===== src/rtl/mem_pkg.sv =====
// Shared encodings for the load/store front-end: access sizes and FSM states.
// No logic beyond a misalignment helper; no latency.
// No flow control here.
package mem_pkg;

  localparam logic [1:0] SZ_BYTE = 2'b00;
  localparam logic [1:0] SZ_HALF = 2'b01;
  localparam logic [1:0] SZ_WORD = 2'b10;
  localparam logic [1:0] SZ_RSVD = 2'b11;

  typedef enum logic [1:0] {
    ST_IDLE   = 2'd0,
    ST_ACCESS = 2'd1,
    ST_WRITE  = 2'd2,
    ST_RESP   = 2'd3
  } state_t;

  // A request is rejected when its size is reserved or its address is not
  // naturally aligned to that size.
  function automatic logic is_misaligned(input logic [1:0] size, input logic [1:0] offset);
    logic bad;
    bad = 1'b0;
    case (size)
      SZ_BYTE: bad = 1'b0;
      SZ_HALF: bad = offset[0];
      SZ_WORD: bad = (offset != 2'b00);
      default: bad = 1'b1;
    endcase
    return bad;
  endfunction

endpackage


===== src/rtl/mem_lane_ext.sv =====
// Byte-lane extract/extend and lane merge for sub-word memory accesses.
// Purely combinational, zero latency.
// No flow control; used by the owning FSM during its access cycle.
module mem_lane_ext
  import mem_pkg::*;
(
  input  logic [31:0] rd_word,
  input  logic [1:0]  offset,
  input  logic [1:0]  size,
  input  logic        sign_ext,
  input  logic [31:0] new_data,
  output logic [31:0] ext_data,
  output logic [31:0] merged_word
);

  logic [4:0]  shamt;
  logic [31:0] shifted;
  logic [31:0] lane_mask;

  assign shamt   = {offset, 3'b000};
  assign shifted = rd_word >> shamt;

  // Select the addressed lane, extend it, and build the store merge.
  always_comb begin
    ext_data  = rd_word;
    lane_mask = 32'hFFFF_FFFF;
    case (size)
      SZ_BYTE: begin
        ext_data  = {{24{sign_ext & shifted[7]}}, shifted[7:0]};
        lane_mask = 32'h0000_00FF;
      end
      SZ_HALF: begin
        ext_data  = {{16{sign_ext & shifted[15]}}, shifted[15:0]};
        lane_mask = 32'h0000_FFFF;
      end
      default: begin
        ext_data  = rd_word;
        lane_mask = 32'hFFFF_FFFF;
      end
    endcase
    merged_word = (rd_word & ~(lane_mask << shamt)) | ((new_data & lane_mask) << shamt);
  end

endmodule


===== src/rtl/mem_access_unit.sv =====
// Byte/half/word load-store front-end onto a word-addressed memory (sub-word stores via RMW).
// Latency from accept: error 1, load/word store 2, sub-word store 3 cycles to done.
// req_ready only in IDLE; one request in flight, no queuing.
module mem_access_unit
  import mem_pkg::*;
#(
  parameter int ADDR_W = 4
) (
  input  logic              clk,
  input  logic              rst_n,
  input  logic              req_valid,
  output logic              req_ready,
  input  logic              req_write,
  input  logic [1:0]        req_size,
  input  logic              req_signed,
  input  logic [31:0]       req_addr,
  input  logic [31:0]       req_wdata,
  output logic              done,
  output logic [31:0]       load_data,
  output logic              misalign,
  output logic [ADDR_W-1:0] dm_addr,
  output logic [31:0]       dm_wdata,
  output logic              dm_we,
  output logic              dm_re,
  input  logic [31:0]       dm_rdata
);

  state_t      state, state_nxt;
  logic        wr_q, sgn_q, err_q;
  logic [1:0]  size_q, off_q;
  logic [31:0] wdata_q;
  logic [31:0] wbuf;
  logic [31:0] ext_data, merged_word;
  logic        accept, req_err;

  // Upper address bits only select aliases of the same word.
  wire unused_addr_bits = ^req_addr[31:ADDR_W+2];

  assign accept   = req_valid && (state == ST_IDLE);
  assign req_err  = is_misaligned(req_size, req_addr[1:0]);
  assign dm_wdata = wbuf;

  mem_lane_ext u_lane (
    .rd_word     (dm_rdata),
    .offset      (off_q),
    .size        (size_q),
    .sign_ext    (sgn_q),
    .new_data    (wdata_q),
    .ext_data    (ext_data),
    .merged_word (merged_word)
  );

  // State register.
  always_ff @(posedge clk or negedge rst_n) begin
    if (!rst_n) state <= ST_IDLE;
    else        state <= state_nxt;
  end

  // Next-state: errors skip memory; only sub-word stores need the WRITE beat.
  always_comb begin
    state_nxt = state;
    case (state)
      ST_IDLE:   if (accept) state_nxt = req_err ? ST_RESP : ST_ACCESS;
      ST_ACCESS: state_nxt = (wr_q && size_q != SZ_WORD) ? ST_WRITE : ST_RESP;
      ST_WRITE:  state_nxt = ST_RESP;
      default:   state_nxt = ST_IDLE;
    endcase
  end

  // Outputs decoded from state; memory strobes exist only in ACCESS/WRITE.
  always_comb begin
    req_ready = (state == ST_IDLE);
    done      = (state == ST_RESP);
    misalign  = (state == ST_RESP) && err_q;
    dm_we     = 1'b0;
    dm_re     = 1'b0;
    case (state)
      ST_ACCESS: begin
        if (wr_q && size_q == SZ_WORD) dm_we = 1'b1;
        else                           dm_re = 1'b1;
      end
      ST_WRITE: dm_we = 1'b1;
      default: ;
    endcase
  end

  // Request latch, load result and write buffer (which also drives dm_wdata).
  always_ff @(posedge clk or negedge rst_n) begin
    if (!rst_n) begin
      wr_q      <= 1'b0;
      sgn_q     <= 1'b0;
      err_q     <= 1'b0;
      size_q    <= SZ_BYTE;
      off_q     <= 2'b00;
      wdata_q   <= '0;
      wbuf      <= '0;
      load_data <= '0;
      dm_addr   <= '0;
    end else if (accept) begin
      wr_q      <= req_write;
      sgn_q     <= req_signed;
      err_q     <= req_err;
      size_q    <= req_size;
      off_q     <= req_addr[1:0];
      wdata_q   <= req_wdata;
      dm_addr   <= req_addr[ADDR_W+1:2];
      load_data <= '0;
      if (req_write && req_size == SZ_WORD && !req_err) wbuf <= req_wdata;
    end else if (state == ST_ACCESS) begin
      if (!wr_q)                 load_data <= ext_data;
      else if (size_q != SZ_WORD) wbuf     <= merged_word;
    end
  end

endmodule


===== config.mk =====
export PLATFORM = sky130hd
export DESIGN_NAME = mem_access_unit
export DESIGN_NICKNAME = d
export VERILOG_FILES = /design/src/rtl/mem_pkg.sv /design/src/rtl/mem_lane_ext.sv /design/src/rtl/mem_access_unit.sv
export SDC_FILE = /design/constraint.sdc
export NUM_CORES = 1
export LEC_CHECK = 0
export CAP_MARGIN = 20
export CELL_PAD_IN_SITES_DETAIL_PLACEMENT = 1
export CELL_PAD_IN_SITES_GLOBAL_PLACEMENT = 1
export CORE_ASPECT_RATIO = 1.75
export CORE_MARGIN = 10
export CORE_UTILIZATION = 36
export DETAILED_ROUTE_END_ITERATION = 6
export PLACE_DENSITY = 0.78
export SLEW_MARGIN = 20
export SYNTH_ARGS = -nofsm -noshare
export SYNTH_HDL_FRONTEND = slang
export SYNTH_SLANG_ARGS = --single-unit

===== constraint.sdc =====
create_clock -name clk -period 2.2 [get_ports clk]
set_input_delay 0.44 -clock clk [delete_from_list [all_inputs] [get_ports clk]]
set_output_delay 0.44 -clock clk [all_outputs]
set_load 0.03 [all_outputs]

==> flow_summary.toml, run 1 <==
[sta]
slew_viol_final = 0
timing.fmax_mhz = 475.5
period_minus_slack_ps = 2103
worst_slack_ps = 96.78
hold_ws_ps = 90.39
rsz0062_at_grt = "no"
hold_viol_final = 0
fin_skew_ps = 10.57
worst_pin_slew_ps = 635.6
setup_viol = 0
relSlewSlack = 0.5763
period_share = 0.9560

[clocking]
clockBufferDepth = 2
clk_latency_ps = 360
cts-root-buf = "clkbuf_16"
cts_setup_buffers = 0
cts.sinks = 109
clk_pin_slew_ps = 80
cts_tree = "yes"
numCtsBuffers = 9
htreeDepth = 3

[cells_and_area]
final_cell_mix = "nand2_1, clkdlybuf4s50_1, dfrtp_1"
areaGrowthSynthToFinish_pct = 39.01
nets = 890
drive_above_1_share = 0.1637
final_common_cell = "nand2_1"
instances_no_fill = 980
diodes = 0

[floorplan]
num_rows = 62
io_pins = 176
die_h_um = 189.9
die_area_um2 = 22240
die_w_um = 117.1
start_util = 0.3647
coreArea_um2 = 16290

[placed_design]
dp_cells = 964
post-place-ws_ps = -332.8
post-dp-hpwl_mm = 18.19
place.gp.congestion = 0.9190
io_buffers = 149

[route]
detail_route.wl_per_cell_um = 23.77
vias = 5710
firstDrtPassIters = 5
drt_wl_total_mm = 23.30
drcViolationCount = 0
ant_nets = 0
routed_via_density = 5.827
drtIter0Drc = 350

[global_routing]
first_global_vias = 6119
grt_max_degree = 55
overflow = 0
grt_pass1_wl_mm = 35.67
antenna_found_initial = 0
grtUsageTotal = 0.2105

[logic_synthesis]
syn_area_per_cell_um2 = 9.613
syn-num-nets = 725
syn_inst = 618
async_reset_ff_frac = 1.000
synth_cell_types = 47
synth_area_um2 = 5941
ys_ff_latch = 109
ys.flop_type = "dfrtp_1"
ys_seq_area_frac = 0.4591
synth_edf_count = 0
yosys_warnings = 0

[critical_path]
reg2reg_to = "load_data[25]$_DFFE_PN0P_"
critPathCaptureType = "output port"
r2r_setup_slack_ps = 100
cp.arrival_ps = 1660
r2r-start = "state[1]$_DFFE_PN0P_"
crit_type = "reg2out"
reg2reg_depth = 8
critPathRequiredTime_ps = 1760
path_max_fanout = 5
start_kind = "flip-flop"

[min_path]
min_path_type = "in2async"

[power_and_ir_drop]
vdd.ir_drop.worst_mv = 0.6157
power_uw = 12360
power_per_cell_area_nw_per_um2 = 1496
leakage_uw = 0.003623

[status]
status = "complete, no violations"

[job]
max_cap_violations = 0
worst max path at each step:
stage | start | endpoint | cells after the start
finish | state[1]$_DFFE_PN0P_ | req_ready | 4
floorplan | state[0]$_DFFE_PN0P_ | dm_wdata[6]$_DFFE_PN0P_ | 7
CTS | state[0]$_DFFE_PN0P_ | done | 2
detailed placement | req_valid | load_data[25]$_DFFE_PN0P_ | 6
global route | state[0]$_DFFE_PN0P_ | req_ready | 4
global placement | req_valid | load_data[23]$_DFFE_PN0P_ | 6
where the power goes:
part	total (uW)	internal, uW	switching (uW)
sequential	3630	2850	786
clock	1700	896	803
combinational	7020	3000	4030
total	12400	6740	5620
cells by family (layout without fill, tap and decap cells):
| family | Yosys count | count (layout) | share of synthesized area |
|---|---|---|---|
| simple gates | 229 | 229 | 0.1672 |
| compound gates | 161 | 161 | 0.2270 |
| flops | 109 | 109 | 0.4591 |
| buf+inv | 69 | 239 | 0.05328 |
| mux | 45 | 45 | 0.08340 |
| fa+ha+maj | 4 | 4 | 0.008425 |
| xor+xnor | 1 | 1 | 0.001475 |
layer usage:
layer  routed length (um)  share of wire  global-route usage  up-vias
met4                 1218          0.052              0.1089        0
met1                 8551           0.37              0.2316     2871
met2                12340           0.53              0.3726      211
met5                    0              0                   0        -
li1                     -              -                   -     2571
met3                 1184          0.051             0.03595       57
synth_stat cells, types with 6 or more instances:
| cell type | n | area, um^2 |
|---|---|---|
| dfrtp_1 | 109 | 2728 |
| inv_1 | 21 | 78.83 |
| clkbuf_1 | 28 | 105.1 |
| mux2_2 | 26 | 292.8 |
| o221a_2 | 8 | 90.09 |
| o221ai_1 | 14 | 122.6 |
| nand2b_1 | 7 | 43.79 |
| a32o_1 | 6 | 60.06 |
| nor2b_1 | 12 | 75.07 |
| a221oi_2 | 8 | 120.1 |
| a22oi_1 | 14 | 105.1 |
| o21ai_0 | 20 | 100.1 |
| o2111ai_1 | 8 | 70.07 |
| o211ai_1 | 9 | 67.56 |
| a21oi_1 | 18 | 90.09 |
| nor3_1 | 10 | 50.05 |
| mux2i_1 | 18 | 180.2 |
| buf_2 | 13 | 65.06 |
| nor2_1 | 16 | 60.06 |
| a2bb2oi_1 | 14 | 122.6 |
| and2_1 | 11 | 68.82 |
| nand2_1 | 162 | 608.1 |
| a221o_1 | 16 | 160.2 |
| a221oi_1 | 16 | 140.1 |
worst max-delay path, stage by stage (launching register included):
cell	delay, ps
dfrtp_1	400
inv_1	120
ha_1	210
buf_4	150
dlygate4sd2_1	410
state kept, by name (all words and copies together), names as in the netlist, 2 cells and up:
name,cells
dm_addr,4
dm_wdata,32
load_data,32
off_q,2
size_q,2
state,2
wdata_q,32
per-stage QoR:
stage | instance area, um^2 | utilization | setup TNS [ps]
after floorplan | 5941 | - | 0
after global placement | 7934 | 0.4870 | -4301
after detailed placement | 7934 | 0.4870 | -6885
after CTS | 8234 | 0.5055 | 0
after global routing | 8258 | 0.5069 | 0
final | 8258 | 0.5069 | 0
timing repair:
item / in CTS / in global routing
setup endpoints to repair: 20 / 29
gates resized for setup: 4 / 8
hold buffers: 0 / 0
final cells by class:
class | instances | area [um^2]
clock buffers | 10 | 229.0
clock inverters | 6 | 68.82
fillers | 1830 | 8033
inverters | 21 | 78.83
multi-input cells | 440 | 2930
flip-flops and latches | 109 | 2729
well taps | 192 | 240.2
repair buffers | 202 | 1982
(Power assumes the default switching activity.)
==> inputs of run 2 (changes only) <==
Settings changed: ABC_AREA set to 1, CORE_UTILIZATION 36 to 34, PLACE_DENSITY 0.78 to 0.79.
==> run 2 against run 1 <==
  * The run now ends with hold timing left
  * Utilization decreased by 3.7 points
  * Global-route usage decreased by 1.3 points
  * Routed wire length increased by 3.4%
  * First-iteration DRC count decreased by 4.9%
  * Total power increased by 9.2%
  * Area after synthesis increased by 5.8%
  * Synthesized cell count increased by 54%
  * Register-to-register slack improved by 120 ps
==> flow_summary.toml, run 2 <==
[logic_synthesis]
synth.most_common_cell = "nand2_1"
syn_inst = 949
ys.flop_type = "dfrtp_1"
yosys_warnings = 0
async_reset_ff_frac = 1.000
synth.top_cell.area_share = 0.4340
synth_area_leaders = "dfrtp_1, nand2_1, o21ai_0"
synth_area_leader_cell = "dfrtp_1"
synth_common_cells = "nand2_1, dfrtp_1, inv_1"
syn-num-nets = 1056
synth_area_um2 = 6285
syn_area_per_cell_um2 = 6.623
ys_seq_area_frac = 0.4340
ys_ff_latch = 109
synth_cell_types = 27
synth_edf_count = 0

[placed_design]
dp_cells = 1315
placed_area_um2 = 8197
io_buffers = 149
place.gp.congestion = 0.8900
post-place-ws_ps = 58.41
post-dp-hpwl_mm = 18.87

[critical_path]
critPathRequiredTime_ps = 1760
crit_top_cell = "inv_1"
cp.arrival_ps = 1720
path_cells = "inv_1 -> ha_2 -> inv_1 -> nor3_2 -> o21a_1 -> buf_12"
critPathBufInv = 3
path_max_fanout = 4
start_kind = "flip-flop"
crit_slowest_cell = "dfrtp_1"
critPathCaptureType = "output port"
crit_type = "reg2out"
max_stage_delay_ps = 410
critPathTopFamily = "flip-flops"

[sta]
relSlewSlack = 0.6765
timing.fmax_mhz = 464.0
worst_slack_ps = 44.74
worst_pin_slew_ps = 483.5
period_minus_slack_ps = 2155
hold_viol_final = 14
tns_ps = 0
rsz0062_at_grt = "yes"
hold_ws_ps = -4.584
fin_skew_ps = 17.27
period_share = 0.9797
setup_viol = 0
slew_viol_final = 0

[power_and_ir_drop]
vdd.ir_drop.worst_mv = 0.6939
pwr-share-seq = 0.263
p_sw_frac = 0.4987
p_int_uw = 6766
leakage_uw = 0.004454
comb_power_share = 0.613
switchingPower_uw = 6732
power_per_cell_area_nw_per_um2 = 1585
clockPowerShare = 0.124

[clocking]
cts.sinks = 109
clk_latency_ps = 360
clockBufferDepth = 2
numCtsBuffers = 9
clk_pin_slew_ps = 80
htreeDepth = 3
cts_tree = "yes"
cts-root-buf = "clkbuf_16"

[status]
status = "complete, but fails checks"
violations = "hold timing"

[floorplan]
coreArea_um2 = 18140
die_h_um = 199.9
start_util = 0.3465
num_rows = 65
die_area_um2 = 24540
die_w_um = 122.8
io_pins = 176

[route]
firstDrtPassIters = 4
routed_via_density = 4.982
detail_route.wl_per_cell_um = 18.05
vias = 6651
drtIter0Drc = 333
drt_wl_total_mm = 24.09
drcViolationCount = 0
ant_nets = 0

[cells_and_area]
drive_above_1_share = 0.06016
postLayoutCellArea_um2 = 8516
instances_no_fill = 1335
nets = 1199
final_common_cell = "nand2_1"
fillers = 2342
multi_input_area_um2 = 3053
areaGrowthSynthToFinish_pct = 35.50
ff_latch_area_um2 = 2728
final_cell_mix = "nand2_1, clkdlybuf4s50_1, dfrtp_1"

[global_routing]
grt_max_degree = 60
grt_pass1_wl_mm = 38.25
antenna_found_initial = 1
first_global_vias = 7183
grtUsageTotal = 0.1977
overflow = 0

[min_path]
min_path_type = "in2async"

[job]
max_cap_violations = 0
## run 2: metal layers
layer  GRT usage  vias to the layer above  wire (um)  share of wire
met2      0.3645                      136      12890           0.54
met3     0.02532                       37        920          0.038
met1      0.2183                     3237       9459           0.39
met4     0.08677                        0        822          0.034
li1            -                     3241          -              -
met5           0                        -          0              0
## run 2: worst reg2reg max path, delay by kind of cell, from the launching register on
| family | cells | cell delay [ps] |
|---|---|---|
| adder cells (fa/ha/maj) | 1 | 280 |
| flip-flops | 1 | 380 |
| buffers and inverters | 3 | 550 |
| AND/OR/NAND/NOR | 4 | 520 |
| AO/OA/AOI/OAI | 1 | 190 |
## run 2: kinds of logic (layout without fill, tap and decap cells)
group	Yosys count	count (layout)	share of synthesized area
compound gates	149	149	0.1252
fa+ha+maj	4	4	0.007964
buf+inv	131	279	0.08282
flops	109	109	0.4340
other cells	0	4	0
simple gates	556	556	0.3500
## run 2: layout make-up
| class | count | share of cell area |
|---|---|---|
| Multi-Input combinational cell | 709 | 0.3585 |
| Inverter | 85 | 0.03747 |
| Clock buffer | 10 | 0.02689 |
| Timing Repair Buffer | 178 | 0.2132 |
| Sequential cell | 109 | 0.3203 |
| Tap cell | 234 | 0.03438 |
| Antenna cell | 4 | 0.001175 |
| Clock inverter | 6 | 0.008081 |
## run 2: final timing paths
| check | depth (start not counted) | startpoint | slack, ps | endpoint |
|---|---|---|---|---|
| max in group asynchronous | 2 | rst_n | 1500 | load_data[6]$_DFFE_PN0P_ |
| min in group clk | 2 | load_data[18]$_DFFE_PN0P_ | 480 | load_data[18]$_DFFE_PN0P_ |
| setup / recovery | 6 | state[1]$_DFFE_PN0P_ | 40 | dm_we |
| setup reg to reg | 9 | state[0]$_DFFE_PN0P_ | 220 | load_data[3]$_DFFE_PN0P_ |
| hold reg to reg | 2 | load_data[18]$_DFFE_PN0P_ | 480 | load_data[18]$_DFFE_PN0P_ |
| hold / removal | 1 | rst_n | -5 | dm_wdata[27]$_DFFE_PN0P_ |
## run 2: power by group through the flow
stage / sequential (uW) / clock, uW / combinational [uW]
2_1_floorplan: 4470 / 0 / 4040
3_3_place_gp: 3550 / 0 / 8170
3_5_place_dp: 3570 / 0 / 8320
4_1_cts: 3550 / 1710 / 8380
5_1_grt: 3660 / 1800 / 9180
6_report: 3540 / 1670 / 8280
## run 2: per-stage QoR
step | hold slack, ps | total power, uW | utilization
finish | -4.584 | 13500 | 0.4695
global route | 12.74 | 14640 | 0.4691
CTS | 0.3977 | 13640 | 0.4686
detailed placement | 383.1 | 11890 | 0.4519
global placement | 382.4 | 11720 | 0.4519
floorplan | 144.4 | 8503 | -
## run 2: what timing repair did
item | 4_1_cts | 5_1_grt
setup buffers | 0 | 0
resized for setup | 2 | 3
endpoints found under the setup margin | 2 | 4
hold buffers | 0 | 0
==> variant 1: new RTL, flow settings as in run 1 <==
The parameter `ADDR_W` goes from 4 to 5.
--- a/src/rtl/mem_access_unit.sv
+++ b/src/rtl/mem_access_unit.sv
@@ -4,7 +4,7 @@
 module mem_access_unit
   import mem_pkg::*;
 #(
-  parameter int ADDR_W = 4
+  parameter int ADDR_W = 5
 ) (
   input  logic              clk,
   input  logic              rst_n,
Interface: changed (resized dm_addr); port bits go from 176 to 177. No check against the original RTL was run, so the function may have changed too.
==> variant 1 against run 1 <==
- non-clock buffer count is 5 lower
- total power is 0.92% higher
- sequential cell count is 1 higher
- synthesized area is 0.86% higher
- design area is 0.44% higher
- setup slack better by 0.022 ns
- routed wire length is 0.42% higher
- worst hold slack better by 0.036 ns
- sequential power hardly changed
- largest power group unchanged
==> variant 1: results (changes against run 1) <==
number of multi-input logic gates -> 444 (+0.91%)
syn_nets -> 730 (+0.69%)
status -> complete, no violations
RePlAce Congestion -> 0.899 (-2.2%)
Fillers -> 1,856 (+1.4%)
Arrival @ worst endpoint -> 1.64 ns (-0.02 ns)
Reg-to-Reg End -> dm_wdata[20]
fraction of layout cells with a size suffix above 1 -> 0.159 (-0.00508)
GRT Total Usage -> 0.206 (-0.00463)
Seq/Total Area, Yosys -> 0.459 (about the same)
multi-input combinational area share -> 0.354 (-0.000496)
synth top area cells -> dfrtp_1 (46%), nand2_1 (10%), mux2_2 (4.9%)
Sw Pwr -> 5.65 mW (+0.61%)
Iter 0 DRT Violations -> 270 (-23%)
placed cell area -> 7960 um2 (+0.38%)
placed wire-length estimate -> 18,100 um (-0.38%)
Leakage -> 3.65 nW (+0.66%)
Final Util -> 0.507 (about the same)
Seq group -> 3.62 mW (about the same)
drt pass-1 iters -> 4 (-1)
WL/cell -> 23.1 um (-2.8%)
NonClk Buf Share -> 0.234 (-0.00648)
CP Launch Point -> state[0]
maximum VDD drop -> 0.584 mV (-5.1%)
Seq/total area -> 0.332 (+0.00157)
seq_cells -> 110 (+0.92%)
vias in the first global route -> 6,173 (+0.88%)
DR vias/cell -> 5.46 (-6.3%)
Tot Pwr -> 12.5 mW (+0.92%)
pre-CTS setup slack -> -0.278 ns (+0.0549 ns)
Slew headroom -> 0.460 (-0.116)
[variant 1: cells by family after synthesis]
family,share of synthesized area
fa+ha+maj,0.00835
xor+xnor,0.00146
compound gates,0.223
buf+inv,0.0547
flops,0.459
mux,0.0827
simple gates,0.170
[variant 1: routing by layer]
| metal | share of wire | wire length (um) | track usage | vias to the layer above |
|---|---|---|---|---|
| li1 | - | - | - | 2576 |
| met1 | 0.39 | 9210 | 0.224 | 2798 |
| met2 | 0.54 | 12600 | 0.384 | 122 |
| met3 | 0.039 | 916 | 0.0388 | 28 |
| met4 | 0.029 | 689 | 0.0783 | 0 |
| met5 | 0 | 0 | 0 | - |
[variant 1: how the worst min path moves through the flow]
stage | start | end | slack [ns]
after global placement | load_data[4] | load_data[4] | 0.45
after global routing | rst_n | err_q | 0.20
after floorplan | rst_n | dm_addr[0] | 0.14
final | rst_n | err_q | 0.13
after detailed placement | wdata_q[24] | wdata_q[24] | 0.46
after CTS | rst_n | dm_addr[4] | 0.19
==> variant 2: new RTL, settings of run 1 <==
Made on the original files. Encoding of `state_t`: now one-hot (4 bits for 4 states).
--- a/src/rtl/mem_pkg.sv
+++ b/src/rtl/mem_pkg.sv
@@ -8,11 +8,11 @@
   localparam logic [1:0] SZ_WORD = 2'b10;
   localparam logic [1:0] SZ_RSVD = 2'b11;
 
-  typedef enum logic [1:0] {
-    ST_IDLE   = 2'd0,
-    ST_ACCESS = 2'd1,
-    ST_WRITE  = 2'd2,
-    ST_RESP   = 2'd3
+  typedef enum logic [3:0] {
+    ST_IDLE   = 4'b0001,
+    ST_ACCESS = 4'b0010,
+    ST_WRITE  = 4'b0100,
+    ST_RESP   = 4'b1000
   } state_t;
 
   // A request is rejected when its size is reserved or its address is not
Formal check against the unedited RTL: same outputs for any inputs over 4 cycles, from zero or initial values and one cycle with rst_n low; so few cycles prove little.
==> variant 2 against run 1 <==
- sequential cell count grew 2
- setup slack got worse by 0.052 ns
- largest power group unchanged
- final cell count increased by 6.1%
- critical path depth down 1
- global-route usage grew 1.1 points
- design area up 0.42%
- synthesized area up 0.44%
- die area increased by 0.38%
- routed wire length is 8.2% higher
- sequential share of layout area is 0.52 points higher
- total power shrank 4.1%
==> variant 2: results (changes against run 1) <==
status -> complete, no violations
vias in the first global route -> 6,692 (+9.4%)
placed wire-length estimate -> 19,800 um (+8.9%)
Iter 0 DRT Violations -> 308 (-12%)
Seq/Total Area, Yosys -> 0.466 (+0.00658)
post-synthesis adder-cell area fraction -> 0 (-0.00842)
global-route wire length before repair -> 39,100 um (+9.7%)
placed cell area -> 7990 um2 (+0.74%)
post-synthesis mux area share -> 0.0675 (-0.0159)
Detailed Route WL -> 25,200 um (+8.2%)
complex-gate fraction of the synthesized area -> 0.263 (+0.0357)
Post-Syn Area per Cell -> 9.10 um2 (-5.4%)
xor/xnor share of the synthesized area -> 0 (-0.00147)
drt pass-1 iters -> 4 (-1)
slowest stage cell, crit path -> or4b_4
WL/cell -> 24.2 um (+2.0%)
fin worst setup slack -> 0.0449 ns (-0.0519 ns)
pre-CTS setup slack -> -0.170 ns (+0.163 ns)
RePlAce Congestion -> 0.945 (+2.8%)
Leakage -> 3.55 nW (-2.1%)
fraction of layout cells with a size suffix above 1 -> 0.126 (-0.0375)
Fillers -> 1,860 (+1.6%)
multi-input combinational area share -> 0.351 (-0.00391)
CP top delay family -> simple AND/OR/NAND/NOR gates
skew final -> 0.0118 ns (+0.00118 ns)
Arrival @ worst endpoint -> 1.72 ns (+0.06 ns)
TritonCTS Sinks -> 111 (+1.8%)
Crit path largest cell delay -> 0.59 ns (+0.18 ns)
# resized after CTS -> 3 (-1)
FF-to-FF path depth -> 5 (-3)
number of multi-input logic gates -> 473 (+7.5%)
clk_buf instances -> 11 (+1)
syn_nets -> 759 (+4.7%)
final hold slack -> 0.0981 ns (+0.00768 ns)
Reg-to-Reg End -> dm_wdata[0]
maximum VDD drop -> 0.607 mV (-1.5%)
variant 2: cell count changes after synthesis, moves of 9 or more:
| cell | run 1 | this run |
|---|---|---|
| nand3_1 | 0 | 9 |
| a22oi_1 | 14 | 34 |
| a221o_1 | 16 | 7 |
| mux2_2 | 26 | 8 |
| o21ai_0 | 20 | 65 |
| o2bb2ai_1 | 0 | 23 |
| o221ai_1 | 14 | 0 |
| o22ai_1 | 0 | 36 |
| nand2_1 | 162 | 147 |
variant 2: power by group:
| part | leakage (nW) | switching (mW) | internal [mW] | total [mW] |
|---|---|---|---|---|
| clock | 0.134 | 0.802 | 0.783 | 1.58 |
| sequential | 1.43 | 0.733 | 2.83 | 3.56 |
| combinational | 1.98 | 3.94 | 2.77 | 6.70 |
| total | 3.55 | 5.47 | 6.38 | 11.9 |
variant 2: per-layer routing:
layer  global-route usage  part of all wire  up-vias
met3               0.0359             0.037       61
met1                0.231              0.36     2976
li1                     -                 -     2708
met5                    0                 0        -
met2                0.417              0.55      166
met4                0.113             0.051        0
